**src/rtl/exec_ctrl_pkg.sv**
```systemverilog
// Shared types and widths for the execution step controller.
//   exec_state_t : FSM state encoding, also driven onto the debug LEDs
//   STEP_CNT_W   : width of the executed-step counter
package exec_ctrl_pkg;

    typedef enum logic [1:0] {
        IDLE     = 2'd0,
        AUTO_RUN = 2'd1,
        MANUAL   = 2'd2,
        HALTED   = 2'd3
    } exec_state_t;

    localparam int unsigned STEP_CNT_W = 32;

endpackage

```
**src/rtl/button_debouncer.sv**
```systemverilog
// Synchronizes a raw, bouncy push button into the clk domain and accepts a
// new level only after it has been stable for DEBOUNCE_CYCLES cycles.
// Ports:
//   clk       : system clock
//   rst       : synchronous, active-high reset
//   btn_raw   : raw asynchronous button input (active-high)
//   btn_level : debounced button level
//   btn_rise  : one-cycle pulse on a debounced 0->1 transition
module button_debouncer #(
    parameter int unsigned DEBOUNCE_CYCLES = 1_000_000,
    parameter int unsigned SYNC_STAGES     = 2
) (
    input  logic clk,
    input  logic rst,
    input  logic btn_raw,
    output logic btn_level,
    output logic btn_rise
);

    localparam int unsigned CNT_W = (DEBOUNCE_CYCLES > 2) ? $clog2(DEBOUNCE_CYCLES) : 1;
    localparam logic [CNT_W-1:0] CNT_LAST = CNT_W'(DEBOUNCE_CYCLES - 1);

    logic [SYNC_STAGES-1:0] sync;
    logic                   btn_sync;
    logic [CNT_W-1:0]       cnt;

    assign btn_sync = sync[SYNC_STAGES-1];

    always_ff @(posedge clk) begin
        if (rst) begin
            sync      <= '0;
            cnt       <= '0;
            btn_level <= 1'b0;
            btn_rise  <= 1'b0;
        end else begin
            sync     <= {sync[SYNC_STAGES-2:0], btn_raw};
            btn_rise <= 1'b0;
            if (btn_sync == btn_level) begin
                // Any return to the accepted level restarts the stability window.
                cnt <= '0;
            end else if (cnt == CNT_LAST) begin
                btn_level <= btn_sync;
                btn_rise  <= btn_sync;
                cnt       <= '0;
            end else begin
                cnt <= cnt + CNT_W'(1);
            end
        end
    end

endmodule

```
**src/rtl/exec_step_controller.sv**
```systemverilog
// Generates the single-cycle CPU step enable from either the divided
// auto-step tick or a debounced manual step button, stops permanently on a
// CPU halt request and counts issued steps.
// Ports:
//   clk        : 50 MHz system clock
//   rst        : synchronous, active-high reset
//   tick_in    : divider output level; each rising edge is one auto step
//   btn_step   : raw manual step button (active-high, bouncy)
//   mode_auto  : 1 = auto stepping, 0 = manual stepping
//   halt       : CPU halt request, already in the clk domain
//   step_en    : registered one-cycle step enable to the CPU
//   step_count : number of step_en pulses since reset (wraps)
//   state_dbg  : current FSM state encoding for LEDs
module exec_step_controller
    import exec_ctrl_pkg::*;
#(
    parameter int unsigned DEBOUNCE_CYCLES = 1_000_000,
    parameter int unsigned SYNC_STAGES     = 2
) (
    input  logic                  clk,
    input  logic                  rst,
    input  logic                  tick_in,
    input  logic                  btn_step,
    input  logic                  mode_auto,
    input  logic                  halt,
    output logic                  step_en,
    output logic [STEP_CNT_W-1:0] step_count,
    output logic [1:0]            state_dbg
);

    logic [SYNC_STAGES-1:0] tick_sync;
    logic [SYNC_STAGES-1:0] tick_fill;
    logic                   tick_out;
    logic                   tick_d;
    logic                   tick_armed;
    logic                   tick_rise;
    logic [SYNC_STAGES-1:0] mode_sync;
    logic                   mode_s;
    logic                   btn_level;
    logic                   btn_rise;
    exec_state_t            state;
    logic [STEP_CNT_W-1:0]  count_q;

    assign tick_out   = tick_sync[SYNC_STAGES-1];
    assign mode_s     = mode_sync[SYNC_STAGES-1];
    assign step_count = count_q;
    assign state_dbg  = state;

    button_debouncer #(
        .DEBOUNCE_CYCLES (DEBOUNCE_CYCLES),
        .SYNC_STAGES     (SYNC_STAGES)
    ) u_btn (
        .clk       (clk),
        .rst       (rst),
        .btn_raw   (btn_step),
        .btn_level (btn_level),
        .btn_rise  (btn_rise)
    );

    // tick_fill marks when tick_out carries a real sample rather than reset
    // zeros; the edge detector only arms after a genuine low has been seen,
    // so a tick_in held high through reset never produces a step.
    always_ff @(posedge clk) begin
        if (rst) begin
            tick_sync  <= '0;
            tick_fill  <= '0;
            tick_d     <= 1'b0;
            tick_armed <= 1'b0;
            tick_rise  <= 1'b0;
            mode_sync  <= '0;
        end else begin
            tick_sync <= {tick_sync[SYNC_STAGES-2:0], tick_in};
            tick_fill <= {tick_fill[SYNC_STAGES-2:0], 1'b1};
            tick_d    <= tick_out;
            if (tick_fill[SYNC_STAGES-1] && !tick_out) begin
                tick_armed <= 1'b1;
            end
            tick_rise <= tick_armed & tick_out & ~tick_d;
            mode_sync <= {mode_sync[SYNC_STAGES-2:0], mode_auto};
        end
    end

    // Step events are only consumed when the state is not changing, so an
    // event coinciding with a mode switch or halt is dropped.
    always_ff @(posedge clk) begin
        if (rst) begin
            state   <= IDLE;
            step_en <= 1'b0;
            count_q <= '0;
        end else begin
            step_en <= 1'b0;
            if (halt) begin
                state <= HALTED;
            end else begin
                case (state)
                    IDLE: state <= mode_s ? AUTO_RUN : MANUAL;
                    AUTO_RUN: begin
                        if (!mode_s) begin
                            state <= MANUAL;
                        end else if (tick_rise) begin
                            step_en <= 1'b1;
                            count_q <= count_q + STEP_CNT_W'(1);
                        end
                    end
                    MANUAL: begin
                        if (mode_s) begin
                            state <= AUTO_RUN;
                        end else if (btn_rise) begin
                            step_en <= 1'b1;
                            count_q <= count_q + STEP_CNT_W'(1);
                        end
                    end
                    HALTED:  state <= HALTED;
                    default: state <= IDLE;
                endcase
            end
        end
    end

endmodule

```
**config.mk**
```make
export PLATFORM = sky130hd
export DESIGN_NAME = exec_step_controller
export DESIGN_NICKNAME = d
export VERILOG_FILES = /design/src/rtl/exec_ctrl_pkg.sv /design/src/rtl/button_debouncer.sv /design/src/rtl/exec_step_controller.sv
export SDC_FILE = /design/constraint.sdc
export NUM_CORES = 1
export LEC_CHECK = 0
export BUFFER_PORTS_ARGS = -buffer_cell sky130_fd_sc_hd__buf_2
export CORE_ASPECT_RATIO = 1.4
export CORE_MARGIN = 2
export CORE_UTILIZATION = 61
export DETAILED_ROUTE_END_ITERATION = 7
export GPL_ROUTABILITY_DRIVEN = 0
export PLACE_DENSITY = 0.81
export SYNTH_ARGS = -nofsm -noshare
export SYNTH_HDL_FRONTEND = slang
export SYNTH_SLANG_ARGS = --single-unit
```
**constraint.sdc**
```tcl
create_clock -name clk -period 5.2 [get_ports clk]
set_input_delay 0 -clock clk [delete_from_list [all_inputs] [get_ports clk]]
set_output_delay 0 -clock clk [all_outputs]
set_load 0.01 [all_outputs]
```
**Yosys cells after proc, flatten, opt, wreduce, memory -nomap -nowiden**

Cells that the tools add are included.

- Reductions and logical operators: 10
- Equal/unequal tests: 11
- Bitwise operators: 6
- Add/subtract/negate cells: 2
- Mux-type cells: 16

Operators by type and width:

| operator | count |
|---|---|
| two-way mux 32 bit | 4 |
| case mux 32 bit (2 select lines) | 1 |
| adder 32 x 1 -> 32 bit, second input constant | 1 |
| adder 20 x 1 -> 20 bit, second input constant | 1 |
| == test 20 bit, second input constant | 1 |
| two-way mux 2 bit | 4 |
| case mux 2 bit (4 select lines) | 1 |
| != test 2 bit, second input constant | 3 |
| != test 3 bit, second input constant | 2 |
| AND reduction 6 bit | 1 |
| OR reduction 3 bit | 2 |
| two-way mux 1 bit | 5 |
| == test 2 bit, second input constant | 2 |
| NOT 1 bit | 4 |
| AND reduction 2 bit | 2 |
| AND 1 bit | 2 |
| == test 2 x 1 -> 1 bit, second input constant | 1 |
| zero test 2 bit | 1 |
| != test 2 x 1 -> 1 bit, second input constant | 1 |
| case mux 1 bit (2 select lines) | 1 |
| nonzero test 2 bit | 1 |
| OR reduction 2 bit | 1 |
| == test 1 bit | 1 |
| logical AND 1 bit | 1 |
| zero test 1 bit | 1 |

- Output and inout bits: 35
- Register bits: 68
- Bits of input ports: 6
- Word-level logic and storage cells: 59

**Longest topological paths before layout**

Gate-level depths: netlist of the first run.

- Depth in word-level cells: 4
- Gate-level depth with buffers: 8
- Mapped depth without buffers: 6

**Hierarchy**

Synthesis of the first run repeated with hierarchy kept, for this count alone.

- Cell total of the unflattened synthesis: 350
- Area, all modules: 3052.9 sq um

Modules (own cells, without submodules):

| module | sequential area each (sq um) | times used | cells each | area each (sq um) |
|---|---|---|---|---|
| exec_step_controller | 880.8 | 1 | 230 | 2006.9 |
| button_debouncer | 480.5 | 1 | 120 | 1046.0 |

**Worst setup path before layout of the first run**

No wires, ideal clock.

- Kind: reg2reg
- From: reg state[0] (netlist: state_dbg[0])
- To: reg count_q[25] (netlist: step_count[25])
- Path buffers: 1
- Cell stages (with the launch flop): 8
- Path slack: 2.871 ns
- Data required time: 5.079 ns
- Setup time: 0.121 ns
- Clock period less this slack: 2.329 ns
- Arrival: 2.209 ns
- Cells stage by stage: dfxtp_1 > inv_1 > ha_1 > nand4b_1 > a2111o_1 > buf_6 > nor4_1 > mux2_2

- Word-level cells in the longest chain between the ends: 3
- Elaborated cells on any way between the ends: 9
- Those cells by class: eq/ne (6); mux (1); reduce/logical (2)

Ends and longest elaborated chain:

| item | RTL line | text |
|---|---|---|
| start, declared | exec_step_controller.sv:41 | `exec_state_t state;` |
| start signal, assigned | exec_step_controller.sv:96 | `IDLE: state <= mode_s ? AUTO_RUN : MANUAL;` |
| == test 2 bit or == test 2 x 1 -> 1 bit (tied branches) | exec_step_controller.sv:95 | `case (state)` |
| != test 2 x 1 -> 1 bit (no source line) (tied with other cells) | n/a |  |
| AND reduction 6 bit (no source line) | n/a |  |
| end signal, assigned | exec_step_controller.sv:102 | `count_q <= count_q + STEP_CNT_W'(1);` |
| end signal, assigned | exec_step_controller.sv:110 | `count_q <= count_q + STEP_CNT_W'(1);` |
| end, declared | exec_step_controller.sv:42 | `logic [STEP_CNT_W-1:0] count_q;` |

Parallel ways exist; a longest one is shown, timed or not.
A chain may end at the register's enable or synchronous reset.

**Final worst setup path of the first run**

- From: reg state[1] (netlist: state_dbg[1])
- To: reg count_q[30] (netlist: step_count[30])

Same word-level chain as after synthesis.

==> results of run 1 <==
-- registers in the layout, indices dropped and copies added (netlist names) --
register,count
tick_rise,1
tick_d,1
u_btn.btn_rise,1
step_en,1
u_btn.sync,2
mode_sync,2
step_count,32
u_btn.btn_level,1
tick_fill,2
state_dbg,2
tick_armed,1
u_btn.cnt,20
tick_sync,2
-- timing repair --
action / CTS / global route
setup endpoints to repair: 0 / 0
hold buffers: 4 / 0
hold endpoints to repair: 5 / 0
-- power by group through the flow --
stage / Clock (mW) / Sequential, mW / Combinational (mW)
floorplan: 0 / 0.542 / 0.0227
global placement: 0 / 0.541 / 0.0321
detailed placement: 0 / 0.542 / 0.0331
CTS: 0.447 / 0.530 / 0.0355
global route: 0.475 / 0.531 / 0.0406
finish: 0.443 / 0.530 / 0.0354
-- worst max-delay path by stage --
| stage | startpoint | end | slack [ps] | cells after the start |
|---|---|---|---|---|
| finish | state_dbg[1] | step_count[30] | 2440 | 6 |
| global route | state_dbg[1] | step_count[30] | 2230 | 6 |
| CTS | state_dbg[1] | step_count[30] | 2440 | 6 |
| detailed placement | state_dbg[1] | step_count[22] | 2520 | 6 |
| global placement | state_dbg[0] | step_count[30] | 2620 | 6 |
| floorplan | state_dbg[0] | step_count[25] | 2870 | 7 |
-- cell usage in the layout, fill, tap and decap left out, types with 15 or more instances in the layout --
master,instances
nand2_1,18
nor2_1,28
buf_2,40
nor2b_1,17
dfxtp_1,68
inv_1,15
a21oi_1,30
or4_1,16
nand3_1,22
-- logic make-up (layout without fill, tap and decap cells) --
| family | count (synthesis) | count (layout) | share of synthesized area (%) |
|---|---|---|---|
| DFF | 68 | 68 | 43.3 |
| and+or+nand+nor | 161 | 161 | 29.0 |
| AOI/OAI and AO/OA | 71 | 71 | 13.9 |
| muxes | 9 | 9 | 3.18 |
| xor gates and xnor gates | 14 | 14 | 3.90 |
| adders and majority gates | 6 | 6 | 2.39 |
| buffers and inverters | 34 | 76 | 4.38 |
-- per-layer routing --
layer | track usage [%] | vias to the layer above | wire (um)
met3 | 4.91 | 10 | 203
met2 | 45.4 | 52 | 3560
li1 | - | 1408 | -
met1 | 28.4 | 1343 | 2810
met5 | 0 | - | 0
met4 | 12.4 | 0 | 125
-- metrics by stage --
stage	setup WS (ps)	std cells	area, um2	total power, mW	hold WS [ps]
after global routing	2230	469	3600	1.05	255
final	2440	469	3600	1.01	244
after global placement	2620	450	3360	0.574	227
after CTS	2440	469	3600	1.01	231
after floorplan	2870	363	3140	0.564	76.7
after detailed placement	2520	450	3360	0.575	237
-- critical path: cells and delay by family (launching register included) --
family	cells	cell delay [ps]
muxes	1	380
buffers and inverters	1	80
and+or+nand+nor	2	750
adders and majority gates	1	240
AOI/OAI and AO/OA	1	790
DFF	1	400
-- final cells by class --
class / instances / area [um2]
multi-input combinational: 261 / 1650
sequential: 68 / 1360
fill: 405 / 1320
timing repair buffer: 46 / 255
clock buffer: 14 / 173
tap: 64 / 80.1
inverter: 15 / 56.3
clock inverter: 1 / 30.0
==> results.sh, run 1 <==
export IMPL_outcome="finished clean"
export IMPL_worst_skew_pair_late_latency_ps=330
export IMPL_via_count=2813
export IMPL_switching_power_mw=0.209
export IMPL_timing_rr_end="step_count[30]"
export IMPL_critical_path_endpoint_type="flip-flop"
export IMPL_drt_vias_per_instance=6.00
export IMPL_std_cell_rows=30
export IMPL_clkTransAtPathRegs_ps=70
export IMPL_cellLeakagePower_nw=1.28
export IMPL_comb_power_share_pct=3.5
export IMPL_synthCells=363
export IMPL_ys_top_cells_by_count="68 x dfxtp_1, 30 x a21oi_1, 28 x nor2_1"
export IMPL_reg2reg_from="state_dbg[1]"
export IMPL_grt_pass1_vias=2587
export IMPL_cts_setup_buffers=0
export IMPL_drt_initial_drc_count=107
export IMPL_start_util_pct=63.9
export IMPL_cts_tree="built"
export IMPL_cts_sinks=68
export IMPL_ant_nets=0
export IMPL_cts_htree_levels=3
export IMPL_tns_ps=0
export IMPL_cp_cell_sequence="inv_1, ha_1, nand4bb_1, a2111o_1, nor4_1, mux2_2"
export IMPL_post_route_util_pct=73.2
export IMPL_cts_buffer_depth=2
export IMPL_antenna_found_initial=0
export IMPL_ir_drop_uv=169
export IMPL_fmax_ghz=0.363
export IMPL_area_growth_pct=14.5
export IMPL_maxSlewHeadroom_pct=34.0
export IMPL_synth_edf_count=0
export IMPL_clockPowerShare_pct=43.9
export IMPL_synthMostInstantiatedCell="dfxtp_1"
export IMPL_die_height_um=89.0
export IMPL_fin_skew_ps=8.30
export IMPL_cts_made_buffers=9
export IMPL_reg2regPathDepth=6
export IMPL_fin_nets=413
export IMPL_syn_area_um2=3140
export IMPL_grt_pass1_wl_um=11400
export IMPL_synth_net_count=375
export IMPL_post_drt_wl_per_cell_um=14.3
export IMPL_die_w_um=64.7
export IMPL_dp_hpwl_um=4530
export IMPL_ys_flop_type="dfxtp_1"
export IMPL_r2r_setup_slack_ps=2440
export IMPL_drt_total_wl_um=6700
export IMPL_seq_area_frac_synth_pct=43.3
export IMPL_critical_path_class="reg2reg"
export IMPL_core_area_um2=4920
export IMPL_antenna_cells=0
export IMPL_worst_hold_startpoint="rst"
export IMPL_cts_resized=0
export IMPL_yosysTopAreaCell="dfxtp_1"
export IMPL_hold_viol_final=0
export IMPL_power_density_nw_per_um2=280
export IMPL_switching_share_pct=20.7
export IMPL_rsz0062_at_grt="false"
export IMPL_slew_viol_final=0
export IMPL_root_buffer="clkbuf_8"
export IMPL_maxCapViolations=0
export IMPL_ys_types=42
export IMPL_worstMarginPinSlew_ps=991
export IMPL_synth_area_leaders="dfxtp_1 43%, a21oi_1 4.8%, or4_1 3.8%"
export IMPL_crit_fanout=35
export IMPL_finalSetupViolCount=0
export IMPL_whs_path_depth=3
export IMPL_dieArea_um2=5750
export IMPL_drc=0
export IMPL_synth_top_area_share_pct=43.3
export IMPL_cp_slowest_cell="a2111o_1"
export IMPL_portBuffers=40
export IMPL_max_stage_delay_ps=790
export IMPL_min_to="tick_d"
export IMPL_timing_final_crit_period_ps=2760
export IMPL_power_share_sequential_pct=52.5
export IMPL_worstPathArrival_ps=2980
export IMPL_hold_path_class="in2reg"
export IMPL_grt_max_degree=56
export IMPL_dr_pass1_iters=4
export IMPL_io_pins=41
export IMPL_final_layout_size_suffix_gt1_share_pct=16.8
export IMPL_yosys_register_bits=68
export IMPL_crit_required_ps=5420
export IMPL_overflow=0
export IMPL_internal_power_mw=0.800
export IMPL_period_share_pct=53.0
export IMPL_grt_usage_pct=25.1
export IMPL_worstSetupStartpointType="flip-flop"
export IMPL_async_reset_ff_share_pct=0
export IMPL_syn_mean_instance_area_um2=8.66
export IMPL_ys_warn_count=0
Note: power is estimated with default switching activity, not from simulation.
==> run 2, diff against run 1 <==
CORE_UTILIZATION = 52   (was 61)
PLACE_DENSITY = 0.73   (was 0.81)
clock period = 2.4 ns   (was 5.2 ns; I/O delays follow)
==> run 2 against run 1 <==
Global-route usage decreased by 4.9 points. Via count is 0.89% higher. Sequential share of layout area shrank 1.2 points. Flip-flop and latch count unchanged. Cell count up 2.3%. Non-clock buffer count up 4. Worst hold slack worse by 23 ps. Fmax up 19%. Final area grew 3.3%. Core utilization decreased by 9.8 points. Combinational power up 140%. Clock power rose by 95%. Critical path type unchanged.
==> results.sh, run 2 (synthesized netlist as in run 1, its figures left out) <==
export IMPL_worstMarginPinSlew_ps=777
export IMPL_fin_nets=417
export IMPL_dp_hpwl_um=4420
export IMPL_reg2regPathDepth=7
export IMPL_nFillCells=515
export IMPL_crit_required_ps=2630
export IMPL_antenna_cells=0
export IMPL_start_util_pct=53.6
export IMPL_maxCapViolations=0
export IMPL_finalSetupViolCount=0
export IMPL_maxSlewHeadroom_pct=48.2
export IMPL_cts_htree_levels=3
export IMPL_pre_cts_ws_ps=61.2
export IMPL_outcome="finished clean"
export IMPL_grt_usage_pct=20.3
export IMPL_post_drt_wl_per_cell_um=13.9
export IMPL_hold_path_class="in2reg"
export IMPL_drt_initial_drc_count=102
export IMPL_final_common_cell="dfxtp_1"
export IMPL_portBuffers=40
export IMPL_grt_pass1_wl_um=11000
export IMPL_grt_pass1_vias=2553
export IMPL_cts_sinks=68
export IMPL_cp_cell_sequence="inv_1, ha_2, nand4bb_4, a2111o_1, buf_12, nor4_2, mux2_2"
export IMPL_cp_slowest_cell="a2111o_1"
export IMPL_largest_reg_flops=32
export IMPL_period_share_pct=96.6
export IMPL_dieArea_um2=6690
export IMPL_max_stage_delay_ps=470
export IMPL_die_height_um=96.0
export IMPL_root_buffer="clkbuf_8"
export IMPL_power_density_nw_per_um2=563
export IMPL_worstSetupStartpointType="flip-flop"
export IMPL_fmax_ghz=0.432
export IMPL_worst_slack_ps=82.7
export IMPL_antenna_found_initial=0
export IMPL_area_growth_pct=18.3
export IMPL_io_pins=41
export IMPL_crit_fanout=35
export IMPL_fin_area_um2=3720
export IMPL_worstPathArrival_ps=2550
export IMPL_final_layout_size_suffix_gt1_share_pct=20.0
export IMPL_die_w_um=69.7
export IMPL_power_total_mw=2.10
export IMPL_hold_viol_final=0
export IMPL_via_count=2838
export IMPL_fin_skew_ps=8.06
export IMPL_std_cell_rows=33
export IMPL_cts_buffer_depth=2
export IMPL_worst_skew_pair_late_latency_ps=340
export IMPL_grt_max_degree=46
export IMPL_clkTransAtPathRegs_ps=70
export IMPL_dp_cells=460
export IMPL_dr_pass1_iters=4
export IMPL_dpl_cell_area_um2=3410
export IMPL_slew_viol_final=0
export IMPL_whs_path_depth=2
export IMPL_critical_path_class="reg2reg"
export IMPL_stdcell_count=480
export IMPL_drt_vias_per_instance=5.91
export IMPL_cts_made_buffers=9
export IMPL_ant_nets=0
export IMPL_final_cell_mix="67 x dfxtp_1, 40 x buf_2, 30 x a21oi_1"
export IMPL_critical_path_endpoint_type="flip-flop"
export IMPL_drt_total_wl_um=6670
export IMPL_cellLeakagePower_nw=1.35
export IMPL_timing_final_crit_period_ps=2320
export IMPL_overflow=0
export IMPL_core_area_um2=5860
export IMPL_cts_tree="built"
export IMPL_drc=0
export IMPL_ir_drop_uv=366
==> run 2: final cells by class <==
cell class | instances | area, um2 | area share [%]
Clock buffer | 15 | 176 | 4.74
Clock inverter | 1 | 5.00 | 0.135
Inverter | 15 | 56.3 | 1.51
Multi-Input combinational cell | 261 | 1730 | 46.6
Sequential cell | 68 | 1360 | 36.6
Tap cell | 70 | 87.6 | 2.35
Timing Repair Buffer | 50 | 298 | 8.01
==> run 2: worst max-delay path: cells and delay by family (launching register included) <==
family | cells | cell delay [ps]
flip-flops | 1 | 350
AO/OA/AOI/OAI | 1 | 470
adder cells (fa/ha/maj) | 1 | 200
AND/OR/NAND/NOR | 2 | 550
buffers and inverters | 2 | 260
multiplexers | 1 | 360
==> run 2: layer usage <==
metal / GRT usage [%] / vias to the layer above / share of wire, %
li1: - / 1421 / -
met1: 22.0 / 1358 / 44
met2: 36.8 / 43 / 50
met3: 4.82 / 16 / 2.7
met4: 10.6 / 0 / 2.4
met5: 0 / - / 0
==> run 2: worst paths after layout <==
| kind | from | to | slack, ps |
|---|---|---|---|
| worst min register to register | tick_d | tick_rise | 390 |
| worst min-delay path | rst | tick_armed | 220 |
| worst max register to register | state_dbg[1] | step_count[25] | 80 |
| worst max-delay path | state_dbg[1] | step_count[25] | 80 |
==> run 2: power by group <==
| group | internal [mW] | total, mW | switching (mW) |
|---|---|---|---|
| Clock | 0.460 | 0.863 | 0.402 |
| Combinational | 0.0374 | 0.0853 | 0.0479 |
| Sequential | 1.14 | 1.15 | 0.00711 |
| Total | 1.64 | 2.10 | 0.457 |
==> run 2: what timing repair did <==
action	4_1_cts	5_1_grt
hold buffers	4	0
endpoints found under the setup margin	0	10
setup buffers	0	0
gates resized for setup	0	13
endpoints found under the hold margin	5	0
==> run 2: metrics by stage <==
step	hold slack (ps)	TNS, ps	utilization [%]
after CTS	224	0	61.9
after floorplan	76.7	0	-
after global routing	273	-27.9	63.4
after detailed placement	218	0	58.1
after global placement	207	0	58.1
final	221	0	63.4
==> run 3, diff against run 2 <==
ABC_AREA = 1   (was default)
CAP_MARGIN = 10   (was default)
PLACE_DENSITY = 0.72   (was 0.73)
==> run 3 against run 2 <==
Core utilization fell by 2.6 points. Worst setup slack improved by 440 ps. Register-to-register slack improved by 440 ps. Sequential power barely moved. Critical endpoint is now step_count[15].
==> results.sh, run 3 <==
export IMPL_outcome="finished clean"
export IMPL_clkTransAtPathRegs_ps=80
export IMPL_reg2regPathDepth=10
export IMPL_via_count=3265
export IMPL_reg2reg_from="state_dbg[0]"
export IMPL_syn_area_um2=3440
export IMPL_synthMostInstantiatedCell="nand2_1"
export IMPL_cts_made_buffers=9
export IMPL_power_density_nw_per_um2=567
export IMPL_power_share_sequential_pct=51.7
export IMPL_tns_ps=0
export IMPL_post_drt_wl_per_cell_um=12.5
export IMPL_yosys_register_bits=68
export IMPL_cts_tree="built"
export IMPL_seq_area_frac_synth_pct=39.5
export IMPL_async_reset_ff_share_pct=0
export IMPL_final_cell_mix="115 x nand2_1, 91 x nor2_1, 75 x inv_1"
export IMPL_critical_path_class="reg2reg"
export IMPL_synthCells=504
export IMPL_grt_max_degree=29
export IMPL_cts_resized=0
export IMPL_worstSetupStartpointType="flip-flop"
export IMPL_hold_viol_final=0
export IMPL_slew_viol_final=0
export IMPL_dieArea_um2=7300
export IMPL_worstMarginPinSlew_ps=496
export IMPL_ant_nets=0
export IMPL_worst_slack_ps=518
export IMPL_drt_total_wl_um=7930
export IMPL_grt_usage_pct=23.7
export IMPL_start_util_pct=53.1
export IMPL_ys_warn_count=0
export IMPL_io_pins=41
export IMPL_cellLeakagePower_nw=1.62
export IMPL_multi_input_area_um2=1740
export IMPL_final_layout_size_suffix_gt1_share_pct=14.5
export IMPL_synth_area_leaders="dfxtp_1 40%, nand2_1 13%, nor2_1 9.9%"
export IMPL_synth_top_family_by_area="simple AND/OR/NAND/NOR gates"
export IMPL_dp_hpwl_um=5990
export IMPL_crit_required_ps=2630
export IMPL_switching_share_pct=25.2
export IMPL_critical_path_endpoint_type="flip-flop"
export IMPL_hold_path_class="in2reg"
export IMPL_r2r_setup_slack_ps=520
export IMPL_dr_pass1_iters=4
export IMPL_clockPowerShare_pct=43.0
export IMPL_root_buffer="clkbuf_8"
export IMPL_cts_setup_buffers=0
export IMPL_comb_power_share_pct=5.3
export IMPL_maxSlewHeadroom_pct=66.9
export IMPL_yosysTopAreaCell="dfxtp_1"
export IMPL_fin_area_um2=3950
export IMPL_nFillCells=634
export IMPL_whs_path_depth=2
export IMPL_switching_power_mw=0.564
export IMPL_drt_vias_per_instance=5.16
export IMPL_ys_flop_type="dfxtp_1"
export IMPL_overflow=0
export IMPL_grt_pass1_wl_um=13500
export IMPL_internal_power_mw=1.67
export IMPL_worst_hold_startpoint="rst"
export IMPL_pre_cts_ws_ps=531
export IMPL_fin_skew_ps=7.68
export IMPL_area_growth_pct=14.6
export IMPL_synth_compound_area_share_pct=5.78
export IMPL_antenna_cells=0
export IMPL_dpl_cell_area_um2=3710
export IMPL_syn_mean_instance_area_um2=6.83
export IMPL_synth_edf_count=0
export IMPL_maxCapViolations=0
export IMPL_synthAdderAreaFrac_pct=2.18
export IMPL_drt_initial_drc_count=71
export IMPL_synth_top_area_share_pct=39.5
export IMPL_worstPathArrival_ps=2110
export IMPL_period_share_pct=78.4
export IMPL_min_to="tick_fill[1]"
export IMPL_worst_skew_pair_late_latency_ps=360
export IMPL_die_height_um=100
export IMPL_ys_types=34
export IMPL_grt_pass1_vias=3159
export IMPL_rsz0062_at_grt="false"
export IMPL_synth_simple_area_share_pct=39.6
export IMPL_ys_top_cells_by_count="115 x nand2_1, 91 x nor2_1, 75 x inv_1"
export IMPL_die_w_um=72.8
export IMPL_fmax_ghz=0.531
export IMPL_dp_cells=613
export IMPL_crit_fanout=10
export IMPL_timing_rr_end="step_count[15]"
export IMPL_ir_drop_uv=420
export IMPL_largest_reg_flops=32
export IMPL_final_common_cell="nand2_1"
export IMPL_ff_latch_area_um2=1360
export IMPL_cts_buffer_depth=2
export IMPL_cts_htree_levels=3
export IMPL_portBuffers=40
export IMPL_cts_sinks=68
export IMPL_synth_net_count=516
export IMPL_finalSetupViolCount=0
export IMPL_drc=0
export IMPL_fin_nets=566
export IMPL_synth_xor_area_share_pct=3.05
export IMPL_timing_final_crit_period_ps=1880
export IMPL_muxShareOfSynthArea_pct=0
export IMPL_antenna_found_initial=0
export IMPL_std_cell_rows=35
export IMPL_core_area_um2=6480
export IMPL_stdcell_count=633
[run 3: metrics by stage]
step / hold WS [ps] / total power [mW] / util, %
after global routing: 107 / 2.32 / 60.9
after detailed placement: 206 / 1.30 / 57.2
after floorplan: 76.6 / 1.26 / -
after global placement: 198 / 1.29 / 57.2
final: 84.4 / 2.24 / 60.9
after CTS: 81.6 / 2.25 / 60.9
[run 3: timing repair]
item                                   4_1_cts  5_1_grt
hold buffers                                 4        0
endpoints found under the hold margin        5        0
setup endpoints to repair                    0        0
[run 3: worst max path at each step]
| stage | slack, ps | start | to |
|---|---|---|---|
| 6_report | 520 | state_dbg[0] | step_count[15] |
| 5_1_grt | 270 | state_dbg[0] | step_count[15] |
| 4_1_cts | 520 | state_dbg[0] | step_count[15] |
| 3_5_place_dp | 530 | state_dbg[0] | step_count[15] |
| 3_3_place_gp | 610 | state_dbg[0] | step_count[15] |
| 2_1_floorplan | 770 | state_dbg[0] | step_count[22] |
[run 3: final cells by class]
cell class,instances,area share (%)
timing repair buffer,47,6.66
tap,74,2.35
clock inverter,7,1.93
clock buffer,9,3.14
sequential,68,34.5
inverter,76,7.23
multi-input combinational,352,44.2
[run 3: logic make-up (layout without fill, tap and decap cells)]
group | after synthesis | in the layout
AND/OR/NAND/NOR | 297 | 297
buffers and inverters | 84 | 139
flip-flops | 68 | 68
AO/OA/AOI/OAI | 37 | 37
XOR/XNOR | 12 | 12
adder cells (fa/ha/maj) | 6 | 6
[run 3: power by group through the flow]
| stage | Sequential, mW | Clock (mW) | Combinational (mW) |
|---|---|---|---|
| floorplan | 1.18 | 0 | 0.0813 |
| global placement | 1.18 | 0 | 0.112 |
| detailed placement | 1.18 | 0 | 0.116 |
| CTS | 1.16 | 0.977 | 0.121 |
| global route | 1.16 | 1.03 | 0.138 |
| finish | 1.16 | 0.961 | 0.119 |
[run 3: layer usage]
metal,vias up,share of wire [%],GRT usage (%)
li1,1692,-,-
met1,1509,40,23.5
met2,50,54,45.2
met3,14,3.4,5.72
met4,0,2.4,10.4
met5,-,0,0
[run 3: critical path, cell delays in order (launching register included)]
cell	delay (ps)
dfxtp_1	390
inv_1	80
ha_1	240
nand2_1	120
nand2_1	70
nand3_2	80
buf_4	190
clkinv_1	240
nand2_1	150
xor2_1	150
nor2_1	50
